File: config.mk
export PLATFORM = sky130hd
export DESIGN_NAME = sensor_scan
export DESIGN_NICKNAME = d
export VERILOG_FILES = /design/src/rtl/sensor_scan.sv
export SDC_FILE = /design/constraint.sdc
export NUM_CORES = 1
export LEC_CHECK = 0
export BUFFER_PORTS_ARGS = -buffer_cell sky130_fd_sc_hd__buf_2
export CAP_MARGIN = 30
export CORE_MARGIN = 8
export CORE_UTILIZATION = 50
export DETAILED_ROUTE_END_ITERATION = 6
export HOLD_SLACK_MARGIN = 0.03
export PLACE_DENSITY = 0.74
export SLEW_MARGIN = 20
export SYNTH_ARGS = -nofsm -noshare
export SYNTH_HDL_FRONTEND = slang
export SYNTH_SLANG_ARGS = --single-unit
File: constraint.sdc
create_clock -name clk -period 1.95 [get_ports clk]
set_clock_uncertainty 0.15 [all_clocks]
set_input_delay 0 -clock clk [delete_from_list [all_inputs] [get_ports clk]]
set_output_delay 0 -clock clk [all_outputs]
set_load 0.03 [all_outputs]
File: src/rtl/sensor_scan.sv
// Multi-channel sensor synchroniser/debouncer that streams an ASCII snapshot frame over valid/ready.
// Optional macro SENSOR_SCAN_AUTO_EN: also start a frame whenever any debounced state changes.
module sensor_scan #(
    parameter int NUM_CH         = 4,
    parameter int DEB_CYCLES     = 8,
    parameter int APPEND_NEWLINE = 1
) (
    input  logic              clk,
    input  logic              rst,
    input  logic [NUM_CH-1:0] sensor_in,
    input  logic              sample_en,
    output logic [NUM_CH-1:0] sensor_state,
    output logic              busy,
    output logic              overrun,
    output logic [7:0]        tx_data,
    output logic              tx_valid,
    input  logic              tx_ready
);

    localparam int CW = $clog2(DEB_CYCLES + 1);
    localparam int IW = (NUM_CH > 1) ? $clog2(NUM_CH) : 1;
    localparam logic [CW-1:0] CNT_LAST = CW'(DEB_CYCLES - 1);
    localparam logic [IW-1:0] IDX_TOP  = IW'(NUM_CH - 1);

    localparam logic [1:0] S_IDLE = 2'd0;
    localparam logic [1:0] S_SEND = 2'd1;
    localparam logic [1:0] S_CR   = 2'd2;
    localparam logic [1:0] S_LF   = 2'd3;

    logic [NUM_CH-1:0] sync1, sync2, snap, deb_flip;
    logic [CW-1:0]     cnt [NUM_CH];
    logic [IW-1:0]     idx;
    logic [1:0]        state;
    logic              req, hs;

    // Synchroniser and per-channel debounce
    always_comb begin
        deb_flip = '0;
        for (int i = 0; i < NUM_CH; i++)
            deb_flip[i] = (sync2[i] != sensor_state[i]) && (cnt[i] == CNT_LAST);
    end

    always_ff @(posedge clk) begin
        if (rst) begin
            sync1        <= '0;
            sync2        <= '0;
            sensor_state <= '0;
            for (int i = 0; i < NUM_CH; i++) cnt[i] <= '0;
        end else begin
            sync1 <= sensor_in;
            sync2 <= sync1;
            for (int i = 0; i < NUM_CH; i++) begin
                if (sync2[i] == sensor_state[i]) begin
                    cnt[i] <= '0;
                end else if (deb_flip[i]) begin
                    sensor_state[i] <= sync2[i];
                    cnt[i]          <= '0;
                end else begin
                    cnt[i] <= cnt[i] + 1'b1;
                end
            end
        end
    end

`ifdef SENSOR_SCAN_AUTO_EN
    logic chg_p1, pend;

    // Change-detect request lands the cycle after sensor_state moves; busy requests fold into pend
    always_ff @(posedge clk) begin
        if (rst) begin
            chg_p1 <= 1'b0;
            pend   <= 1'b0;
        end else begin
            chg_p1 <= |deb_flip;
            if (state == S_IDLE)
                pend <= 1'b0;
            else if (chg_p1)
                pend <= 1'b1;
        end
    end

    assign req = sample_en | chg_p1 | pend;
`else
    assign req = sample_en;
`endif

    assign busy     = (state != S_IDLE);
    assign tx_valid = (state != S_IDLE);
    assign hs       = tx_valid && tx_ready;

    // Frame FSM
    always_ff @(posedge clk) begin
        if (rst) begin
            state   <= S_IDLE;
            snap    <= '0;
            idx     <= '0;
            overrun <= 1'b0;
        end else begin
            overrun <= (state != S_IDLE) && sample_en;
            case (state)
                S_IDLE: begin
                    if (req) begin
                        snap  <= sensor_state;
                        idx   <= IDX_TOP;
                        state <= S_SEND;
                    end
                end
                S_SEND: begin
                    if (hs) begin
                        if (idx == '0)
                            state <= (APPEND_NEWLINE != 0) ? S_CR : S_IDLE;
                        else
                            idx <= idx - 1'b1;
                    end
                end
                S_CR:    if (hs) state <= S_LF;
                S_LF:    if (hs) state <= S_IDLE;
                default: state <= S_IDLE;
            endcase
        end
    end

    always_comb begin
        tx_data = 8'h00;
        case (state)
            S_SEND:  tx_data = snap[idx] ? 8'h31 : 8'h30;
            S_CR:    tx_data = 8'h0D;
            S_LF:    tx_data = 8'h0A;
            default: tx_data = 8'h00;
        endcase
    end

endmodule
# [Word-level counts from Yosys, hierarchy flattened]
# Memory sizes are Yosys's and may differ from the RTL's.
# Index checks and enable logic that the tools add are counted.
# Widths: inputs -> output; s select.
[totals] regBits=21 latchBits=0 memories=1 ramBits=16 elab_cells=143 romBits=0 in_bits=8 out_inout_bits=15
[memory_table] memory="cnt" words=4 width=4 read_ports=4 rd_ports_with_merged_regs=0 write_ports=4 line="31" source="logic [CW-1:0] cnt [NUM_CH];"
[op_classes] n_mul=0 muxes=72 n_lt_le_gt_ge=1 addsub=5 n_bitwise=16 n_eq_ne=21 shift=0 n_reduce_logical=17 div_mod_pow=0
[op_table] cell="$mux 1" n=48
[op_table] cell="$mux 4" n=12
[op_table] cell="$pmux 6 s3" n=1
[op_table] cell="$add 4x1->4 const B" n=4
[op_table] cell="$eq 4x3->1 const B" n=4
[op_table] cell="$mux 2" n=8
[op_table] cell="$ne 2x2->1 const B" n=6
[op_table] cell="$or 1x1->1" n=12
[op_table] cell="$reduce_and 2->1" n=5
[op_table] cell="$pmux 2 s4" n=1
[op_table] cell="$logic_and 1x1->1" n=6
[op_table] cell="$reduce_and 5->1" n=1
[op_table] cell="$eq 1x1->1" n=4
[op_table] cell="$eq 2x2->1 const B" n=2
[op_table] cell="$logic_not 2->1" n=2
[op_table] cell="$ne 1x1->1" n=4
[op_table] cell="$not 1->1" n=4
[op_table] cell="$pmux 2 s2" n=1
[op_table] cell="$reduce_and 4->1" n=1
[op_table] cell="$reduce_bool 2->1" n=2
[op_table] cell="$lt 2x3->1 const B" n=1
[op_table] cell="$bmux 1 s2" n=1
[op_table] cell="$eq 2x1->1 const B" n=1
[op_table] cell="$sub 2x1->2 const B" n=1

# [Logic depth before layout (Yosys ltp)]
# An unclocked memory read counts as a cell.
[logic_depth] depth_word=9 depth_mapped=6 ltp_nobuf=5

# [Worst setup path after synthesis]
# OpenSTA, ideal clock, no wires.
[synth_path] kind="flip-flop to flip-flop" from="register state[0]" to="register state[0]" path_stages_with_launch=6 arrival_time_ns=1.850 t_required_ns=1.714 n_path_buf=0 slack_ns=-0.136 setup_ns=0.086 cell_sequence="dfxtp_1 inv_1 ha_1 or4b_1 a221o_1 a211oi_1"
[synth_between] elab_chain_cells=4 elab_cells_between_ends=13
[synth_rtl] item="start: declaration" line="33" source="logic [1:0] state;"
[synth_rtl] item="start signal: assignment" line="111" source="state <= (APPEND_NEWLINE != 0) ? S_CR : S_IDLE;"
[synth_rtl] item="$reduce_bool 2->1" line="88" source="assign tx_valid = (state != S_IDLE);"
[synth_rtl] item="$logic_and 1x1->1" line="89" source="assign hs = tx_valid && tx_ready;"
[synth_rtl] item="$ne 2x2->1 (no source line)"
[synth_rtl] item="$reduce_and 5->1 (no source line)"
# Several ways; a longest one is shown, not always the timed one.
# A chain may end at the register's enable or synchronous reset.

# [Final worst setup path]
# Ends and elaborated chain as after synthesis.

==> results.sh <==
export IMPL_status="finished clean"
export IMPL_ios=23
export IMPL_synth_compound_area_share_pct=4.94
export IMPL_grt_pass1_vias=1160
export IMPL_core_area_mm2=0.00328
export IMPL_grt_overflow=0
export IMPL_fin_hold_ws_ns=0.310
export IMPL_finalHoldViolations=0
export IMPL_power_leakage_uw=0.000897
export IMPL_final_util_pct=63.2
export IMPL_synth_edff_count=16
export IMPL_ys_seq_elements=37
export IMPL_clk_latency_ns=0.33
export IMPL_crit_path_start_kind="flop"
export IMPL_reg2reg_slack_ns=0.04
export IMPL_grt_pass1_wl_um=5180
export IMPL_routed_via_count=1175
export IMPL_synthArstFlopShare_pct=0
export IMPL_post_cts_setup_buffers=0
export IMPL_startpoint="state[0]"
export IMPL_r2r_start="state[0]"
export IMPL_ys_seq_area_share_pct=53.9
export IMPL_routed_via_density=4.64
export IMPL_placed_area_mm2=0.00190
export IMPL_layout_drive_gt1_share_pct=19.3
export IMPL_cts_buffers=5
export IMPL_whs_endpoint="sync2[1]"
export IMPL_setup_viol=0
export IMPL_cts_tree="yes"
export IMPL_yosysMostFrequentCell="nor2_1"
export IMPL_required_ns=2.06
export IMPL_crit_type="flop to flop"
export IMPL_synthCells=156
export IMPL_dieWidth_um=73.8
export IMPL_drc=0
export IMPL_timing_rr_end="state[0]"
export IMPL_ir_drop_uv=561
export IMPL_synth_top_area_cell="edfxtp_1"
export IMPL_finalWeightedCongestion=0.714
export IMPL_rsz0062_at_grt="false"
export IMPL_worst_ep_arrival_time_ns=2.02
export IMPL_routedWlPerCell_um=12.1
export IMPL_clock_sinks=37
export IMPL_clock_root_buffer="clkbuf_4"
export IMPL_synth_top_cells_by_count="nor2_1, dfxtp_1, edfxtp_1"
export IMPL_hold_start="sync1[1]"
export IMPL_regArea_um2=908
export IMPL_synth_cell_area_mm2=0.00167
export IMPL_synth_area_mux_share_pct=4.34
export IMPL_synthDistinctLibCells=29
export IMPL_synth_top_family_by_area="simple AND/OR/NAND/NOR gates"
export IMPL_multi_input_area_um2=786
export IMPL_final_cells=253
export IMPL_synthAdderAreaFrac_pct=6.74
export IMPL_fp_dieH_um=73.8
export IMPL_rows=21
export IMPL_fillerInstances=261
export IMPL_die_area_mm2=0.00545
export IMPL_hold_class="flop to flop"
export IMPL_path_max_fanout=5
export IMPL_path_clk_slew_ns=0.11
export IMPL_cap_violations=0
export IMPL_clock_path_buffers=2
export IMPL_drtIter0Drc=39
export IMPL_hpwl_um=2220
export IMPL_grt_total_usage_pct=12.4
export IMPL_hold_path_cell_count=1
export IMPL_synth_xor_xnor_area_share_pct=6.29
export IMPL_synthTopCellsByArea="edfxtp_1, dfxtp_1, ha_1"
export IMPL_start_util_pct=50.9
export IMPL_finalWirelength_um=3050
export IMPL_ys_flop_type="dfxtp_1"
export IMPL_ff2ff_path_depth=5
export IMPL_design_area_mm2=0.00208
export IMPL_drv_slew=0
export IMPL_p_per_area_mw_per_mm2=978
export IMPL_use_met1_pct=13.5
export IMPL_final_net_count=223
export IMPL_synth_simple_area_share_pct=18.4
export IMPL_finalSetupTns_ns=0
export IMPL_diodes=0
export IMPL_synth_top_cell_area_share_pct=28.7
export IMPL_top_usage_layer="met2"
export IMPL_ant_nets=0
export IMPL_area_growth_pct=24.3
export IMPL_met2_usage_pct=21.4
export IMPL_antenna_found_initial=0
export IMPL_met3_usage_pct=4.77
export IMPL_cts_max_level=2
export IMPL_period_needed_ns=1.91
export IMPL_finalCritPeriodShare_pct=98.0
export IMPL_syn_avg_cell_area_um2=10.7
export IMPL_endpoint_kind="flop"
export IMPL_post_place_cells=234
export IMPL_yosys_warnings=0
export IMPL_drt_pass1_iter_count=4
export IMPL_grt_max_degree=24
export IMPL_numPortBuffers=20
export IMPL_fmax_mhz=523
==> critical path, cell delays in order, from the launching register on <==
cell and delay (ns):
dfxtp_4 0.38, buf_4 0.14, ha_4 0.17, or4b_4 0.48, a221o_1 0.35, a211oi_2 0.18
==> registers in the layout, indices dropped and copies added (netlist names) <==
register      count
cnt              16
sensor_state      4
snap              4
sync1             4
sync2             4
idx               2
state             2
overrun           1
==> metrics by stage <==
step	power, uW	setup WS (ns)
floorplan	1460	0.00464
global placement	1580	0.0330
detailed placement	1610	-0.0525
CTS	2030	0.0147
global route	2140	0.00819
finish	2030	0.0383
==> cell families after synthesis <==
kind of cell	count (synthesis)
AND/OR/NAND/NOR	60
flip-flops	37
buffers and inverters	18
AO/OA/AOI/OAI	12
XOR/XNOR	12
adder cells (fa/ha/maj)	9
multiplexers	6
other	2
==> report_power, final <==
| group | leakage [uW] | internal (uW) | total (uW) | switching (uW) |
|---|---|---|---|---|
| Clock | 0.0000320 | 137 | 377 | 240 |
| Sequential | 0.000338 | 878 | 933 | 55.1 |
| Combinational | 0.000527 | 281 | 721 | 440 |
==> what timing repair did <==
action	CTS	global route
hold buffers	11	0
pin swaps	2	1
endpoints found under the hold margin	20	0
setup endpoints to repair	1	2
resized for setup	5	2
==> layout make-up <==
cell class              count  share of cell area [%]
flip-flops and latches     37                    43.7
multi-input cells         117                    37.8
repair buffers             34                    11.2
well taps                  46                    2.77
clock buffers               6                    1.99
inverters                  11                    1.99
clock inverters             2                   0.482
==> worst max path at each step <==
| stage | end | slack [ns] |
|---|---|---|
| 6_report | state[0] | 0.04 |
| 5_1_grt | state[0] | 0.008 |
| 4_1_cts | state[0] | 0.01 |
| 3_5_place_dp | state[0] | -0.05 |
| 3_3_place_gp | state[0] | 0.03 |
| 2_1_floorplan | state[0] | 0.005 |
==> layout by cell type, fill, tap and decap left out, drive strengths merged, types with 6 or more instances in the layout <==
master and instances:
buf 23, nor2 22, dfxtp 21, conb 18, edfxtp 16, dlygate4sd3 11, inv 11, nand3 9
nor2b 9, ha 9, xnor2 8, nand2 8, clkbuf 6
==> metal layers <==
layer  share of wire [%]  up-vias
li1                    -      608
met1                  43      547
met2                  52       15
met3                 4.3        5
met4                0.92        0
met5                   0        -
Note: power is estimated with default switching activity, not from simulation.
